File: config.mk
export PLATFORM = sky130hd
export DESIGN_NAME = bit_serial_adder
export DESIGN_NICKNAME = d
export VERILOG_FILES = /design/src/rtl/bit_serial_pkg.sv /design/src/rtl/bit_serial_adder_digit.sv /design/src/rtl/bit_serial_adder.sv
export SDC_FILE = /design/constraint.sdc
export NUM_CORES = 1
export LEC_CHECK = 0
export ABC_AREA = 1
export CAP_MARGIN = 20
export CORE_ASPECT_RATIO = 0.9
export CORE_UTILIZATION = 35
export CTS_CLUSTER_DIAMETER = 100
export CTS_CLUSTER_SIZE = 25
export DETAILED_ROUTE_END_ITERATION = 16
export PLACE_DENSITY_LB_ADDON = 0.3
export REMOVE_ABC_BUFFERS = 1
export SLEW_MARGIN = 20
export SYNTH_ARGS = -nofsm -noshare
export SYNTH_HDL_FRONTEND = slang
export SYNTH_HIERARCHICAL = 1
export SYNTH_SLANG_ARGS = --single-unit
File: constraint.sdc
create_clock -name clk -period 1.9 [get_ports clk]
set_input_delay 0.57 -clock clk [delete_from_list [all_inputs] [get_ports clk]]
set_output_delay 0.57 -clock clk [all_outputs]
set_load 0.01 [all_outputs]
File: src/rtl/bit_serial_pkg.sv
// Shared types and sizing helpers for the bit-serial adder.
// The FSM state encoding and the digit-counter width rule live here.
package bit_serial_pkg;

  typedef enum logic [1:0] {
    IDLE = 2'd0,
    RUN  = 2'd1,
    DONE = 2'd2
  } state_e;

  function automatic int num_digits(input int n, input int w);
    return n / w;
  endfunction

  // A single-digit configuration still needs a one-bit counter.
  function automatic int cnt_width(input int ndig);
    return ($clog2(ndig) < 1) ? 1 : $clog2(ndig);
  endfunction

endpackage

File: src/rtl/bit_serial_adder_digit.sv
// Combinational W-bit ripple full-adder slice, the add-direction mirror of
// the subtractor's borrow chain. Also exposes the carry into the top bit.
module digit_adder #(
  parameter int W = 1
) (
  input  logic [W-1:0] x,
  input  logic [W-1:0] z,
  input  logic         ci,
  output logic [W-1:0] s,
  output logic         co,
  output logic         c_msb_in
);

  always_comb begin
    logic [W:0] c;
    c    = '0;
    s    = '0;
    c[0] = ci;
    for (int i = 0; i < W; i++) begin
      s[i]   = x[i] ^ z[i] ^ c[i];
      c[i+1] = (x[i] & z[i]) | (x[i] & c[i]) | (z[i] & c[i]);
    end
    co       = c[W];
    c_msb_in = c[W-1];
  end

endmodule

File: src/rtl/bit_serial_adder.sv
// Multi-cycle N-bit adder: y = a + b + cin, W bits per clock, with
// valid/ready handshakes on both the operand and the result side.
module bit_serial_adder
  import bit_serial_pkg::*;
#(
  parameter int N = 8,
  parameter int W = 1
) (
  input  logic         clk,
  input  logic         rst,
  input  logic         in_valid,
  output logic         in_ready,
  input  logic [N-1:0] a,
  input  logic [N-1:0] b,
  input  logic         cin,
  output logic         out_valid,
  input  logic         out_ready,
  output logic [N-1:0] y,
  output logic         cout,
  output logic         ovf
);

  localparam int NDIG = num_digits(N, W);
  localparam int CW   = cnt_width(NDIG);

  if ((W < 1) || (N % W != 0)) begin : g_bad_digit_width
    $error("bit_serial_adder: W must divide N");
  end

  state_e         state_q, state_d;
  logic [CW-1:0]  cnt_q, cnt_d;
  logic           carry_q, carry_d;
  logic [N-1:0]   a_q, a_d;
  logic [N-1:0]   b_q, b_d;
  logic [N-1:0]   y_q, y_d;
  logic           cout_q, cout_d;
  logic           ovf_q, ovf_d;
  logic           out_valid_q, out_valid_d;
  logic           in_ready_q, in_ready_d;

  logic [W-1:0]   dig_sum;
  logic           dig_co;
  logic           dig_c_msb;
  logic           last_digit;

  digit_adder #(.W(W)) u_digit (
    .x        (a_q[W-1:0]),
    .z        (b_q[W-1:0]),
    .ci       (carry_q),
    .s        (dig_sum),
    .co       (dig_co),
    .c_msb_in (dig_c_msb)
  );

  assign last_digit = (cnt_q == CW'(NDIG - 1));

  always_comb begin
    state_d     = state_q;
    cnt_d       = cnt_q;
    carry_d     = carry_q;
    a_d         = a_q;
    b_d         = b_q;
    y_d         = y_q;
    cout_d      = cout_q;
    ovf_d       = ovf_q;
    out_valid_d = out_valid_q;
    in_ready_d  = in_ready_q;

    case (state_q)
      IDLE: begin
        in_ready_d  = 1'b1;
        out_valid_d = 1'b0;
        if (in_valid) begin
          a_d        = a;
          b_d        = b;
          carry_d    = cin;
          cnt_d      = '0;
          in_ready_d = 1'b0;
          state_d    = RUN;
        end
      end

      RUN: begin
        // The digit lands at its final position so y never needs realigning.
        y_d[int'(cnt_q)*W +: W] = dig_sum;
        carry_d = dig_co;
        a_d     = a_q >> W;
        b_d     = b_q >> W;
        cnt_d   = cnt_q + CW'(1);
        if (last_digit) begin
          cout_d      = dig_co;
          ovf_d       = dig_c_msb ^ dig_co;
          cnt_d       = '0;
          out_valid_d = 1'b1;
          state_d     = DONE;
        end
      end

      DONE: begin
        if (out_ready) begin
          out_valid_d = 1'b0;
          in_ready_d  = 1'b1;
          state_d     = IDLE;
        end
      end

      default: begin
        out_valid_d = 1'b0;
        in_ready_d  = 1'b1;
        state_d     = IDLE;
      end
    endcase
  end

  always_ff @(posedge clk or posedge rst) begin
    if (rst) begin
      state_q     <= IDLE;
      cnt_q       <= '0;
      carry_q     <= 1'b0;
      a_q         <= '0;
      b_q         <= '0;
      y_q         <= '0;
      cout_q      <= 1'b0;
      ovf_q       <= 1'b0;
      out_valid_q <= 1'b0;
      in_ready_q  <= 1'b1;
    end else begin
      state_q     <= state_d;
      cnt_q       <= cnt_d;
      carry_q     <= carry_d;
      a_q         <= a_d;
      b_q         <= b_d;
      y_q         <= y_d;
      cout_q      <= cout_d;
      ovf_q       <= ovf_d;
      out_valid_q <= out_valid_d;
      in_ready_q  <= in_ready_d;
    end
  end

  assign in_ready  = in_ready_q;
  assign out_valid = out_valid_q;
  assign y         = y_q;
  assign cout      = cout_q;
  assign ovf       = ovf_q;

endmodule

==> flow_summary_export.csv <==
group,metric,value,unit
yosys,yosys_most_used_dff,"dfrtp_1",
timing,slew_headroom,74.3,%
power,p_sw_share,41.6,%
min_path,hp-start,"in_ready",
critical_path,startpoint_type,"flip-flop",
cts,cts_buffer_depth,2,
cts,cts_buffers,5,
cts,cts.sinks,34,
timing,fin_crit_sh,91.6,%
place,dp_cells,294,
critical_path,cp_num_buf_inv,1,
final_layout,antenna_cells,0,
cts,root_buffer,"clkbuf_8",
power,irDropWorstVdd,603,uV
floorplan,core,4580,um2
yosys,netlist.area_leader.share,48.0,%
final_layout,drive_above_1_share,8.75,%
run,drv_cap,0,
power,p_leak,1.02,nW
critical_path,cp_slowest_stage_delay,0.54,ns
final_layout,final_cells,302,
timing,fin_skew,0.00274,ns
final_layout,final_area,2190,um2
power,p_clk_share,15.6,%
yosys,ys_seq_area_share,49.5,%
min_path,min_path_type,"reg2reg",
yosys,postSynth.asyncResetShare,100,%
critical_path,ff2ff_setup_slack,0.22,ns
routing,routed_wl,3430,um
power,pwr-share-comb,48.4,%
yosys,yosysUniqueCellTypes,24,
cts,clk_latency,0.28,ns
routing,vias,1438,
timing,tightestPinTransition,0.385,ns
floorplan,io_pins,33,
power,p_switching,1.44,mW
final_layout,finalNetCount,268,
critical_path,crit_arrival,1.17,ns
cts,cts_max_level,2,
cts,clk_pin_slew,0.07,ns
critical_path,cp_slowest_cell,"clkdlybuf4s50_1",
global_routing,track_usage,15.4,%
timing,finalSetupViolations,0,
yosys,syn-instance-count,204,
power,p_seq_share,36.0,%
status,outcome,"finished clean",
critical_path,cp_max_fo,2,
routing,first_iter_violations,45,
place,hpwl,2450,um
timing,hold_viol,0,
global_routing,grt_pass1_vias,1439,
min_path,hold_path_end,"in_ready",
place,placed_area,2100,um2
yosys,ys_top_cells_by_count,"nand2_1 (41), dfrtp_1 (33), nor2_1 (25)",
cts,postCtsHoldBufs,0,
yosys,syn-cell-area,1720,um2
critical_path,worstSetupPathType,"reg2out",
power,power-per-cell-area,1580,nW/um2
place,port-buffer-count,32,
critical_path,worstPathCellList,"clkdlybuf4s50_1",
critical_path,cp-end-kind,"output port",
global_routing,grt_pass1_wl,6230,um
critical_path,r2r-start,"cnt_q[1]",
timing,finalCriticalPeriod,1.74,ns
yosys,synth_area_leaders,"dfrtp_1 (48%), nand2_1 (8.9%), o21ai_0 (6.1%), nor2_1 (5.5%), ha_1 (5.1%)",
routing,drc,0,
yosys,syn_area_per_cell,8.44,um2
critical_path,reg2regPathDepth,8,
place,gp_congestion,0.771,
routing,dr.pass1.iters,4,
yosys,yosysTopAreaCell,"dfrtp_1",
global_routing,grt_max_degree,35,
timing,max_freq,0.575,GHz
floorplan,die-width,75.9,um
critical_path,r2r_end,"y[3]",
final_layout,fillers,463,
floorplan,num_rows,23,
critical_path,cp_top_family,"buffers and inverters",
power,internal_power,2.02,mW
global_routing,antenna_found_initial,0,
yosys,synth-seq-cells,34,
floorplan,start_util,37.6,%
cts,cts_tree,"yes",
timing,rsz0062_at_grt,"false",
timing,slew_violations,0,
routing,antenna_left,0,
yosys,synth_edf_count,0,
critical_path,required,1.33,ns
floorplan,die_area,5200,um2
routing,post_drt_wl_per_cell,11.3,um
global_routing,overflow,0,
floorplan,die_y,68.5,um
timing,setup_tns,0,ns
yosys,ys.warnings.count,6,
min_path,holdPathStages,2,
routing,vias_per_cell,4.76,
yosys,synth_most_common_cell,"nand2_1",
final_layout,syn_to_final_growth,27.3,%
state kept, by name (all words and copies together), names as in the netlist:
signal,count
cnt_q,3
a_q,8
y,8
state_q,2
cout,1
in_ready,1
carry_q,1
ovf,1
out_valid,1
b_q,8
kinds of logic after synthesis:
| family | share of synthesized area, % |
|---|---|
| AND/OR/NAND/NOR | 23.8 |
| XOR/XNOR | 0.509 |
| adder cells (fa/ha/maj) | 6.25 |
| flip-flops | 49.5 |
| AO/OA/AOI/OAI | 12.8 |
| buffers and inverters | 7.12 |
through the flow:
stage | hold WS (ns) | utilization [%] | worst slack, ns | power (mW)
finish | 0.475 | 47.9 | 0.160 | 3.46
global route | 0.493 | 47.9 | 0.0388 | 3.78
CTS | 0.479 | 47.9 | 0.139 | 3.51
detailed placement | 0.467 | 45.9 | 0.154 | 2.96
global placement | 0.460 | 45.9 | 0.203 | 2.92
floorplan | 0.481 | - | 0.303 | 2.39
power by group through the flow:
stage / sequential (mW) / clock (mW) / combinational (mW)
after floorplan: 1.26 / 0 / 1.13
after global placement: 1.25 / 0 / 1.68
after detailed placement: 1.25 / 0 / 1.71
after CTS: 1.25 / 0.566 / 1.69
after global routing: 1.28 / 0.593 / 1.91
final: 1.25 / 0.542 / 1.67
per-layer routing:
metal	vias to the layer above	part of all wire (%)	global-route usage, %
li1	732	-	-
met1	667	48	18.0
met2	32	45	27.5
met3	7	4.7	4.08
met4	0	1.8	6.49
met5	-	0	0
timing repair:
| item | CTS | global route |
|---|---|---|
| endpoints found under the setup margin | 1 | 1 |
| buffers inserted | 0 | 0 |
| gates resized for setup | 1 | 1 |
| cloned | 0 | 0 |
cell type report:
cell class / count / area, um2 / area share, %
Sequential cell: 34 / 853 / 38.9
Clock inverter: 1 / 5.00 / 0.228
Clock buffer: 7 / 86.3 / 3.94
Timing Repair Buffer: 34 / 347 / 15.8
Inverter: 20 / 75.1 / 3.43
Multi-Input combinational cell: 144 / 747 / 34.1
Tap cell: 62 / 77.6 / 3.54
placed cells by master (no fill, tap or decap):
cell / count
fa_1: 1
dfrtp_2: 1
xnor2_1: 1
dlygate4sd2_1: 1
o21ai_0: 21
ha_1: 7
nand4_1: 3
a21oi_1: 14
a21boi_0: 1
inv_1: 17
dfrtp_1: 32
clkdlybuf4s50_1: 31
o22ai_1: 2
nor3_1: 1
dfstp_2: 1
nand3_1: 15
clkbuf_8: 6
nand2_1: 41
buf_4: 1
nor2_1: 25
nand2_2: 1
nor2_2: 2
clkinv_2: 1
clkbuf_1: 1
nor2_4: 1
o21ai_1: 5
nand2_4: 3
buf_12: 1
inv_2: 3
worst max path at each step:
stage / start / end / slack [ns] / depth (start not counted)
floorplan: cnt_q[0] / y[3] / 0.30 / 8
global placement: in_valid / a_q[2] / 0.20 / 5
CTS: y[5] / y[5] / 0.14 / 1
finish: y[0] / y[0] / 0.16 / 1
global route: cnt_q[1] / y[3] / 0.04 / 7
detailed placement: in_valid / b_q[6] / 0.15 / 5
Power figures use the tool's default switching activity.
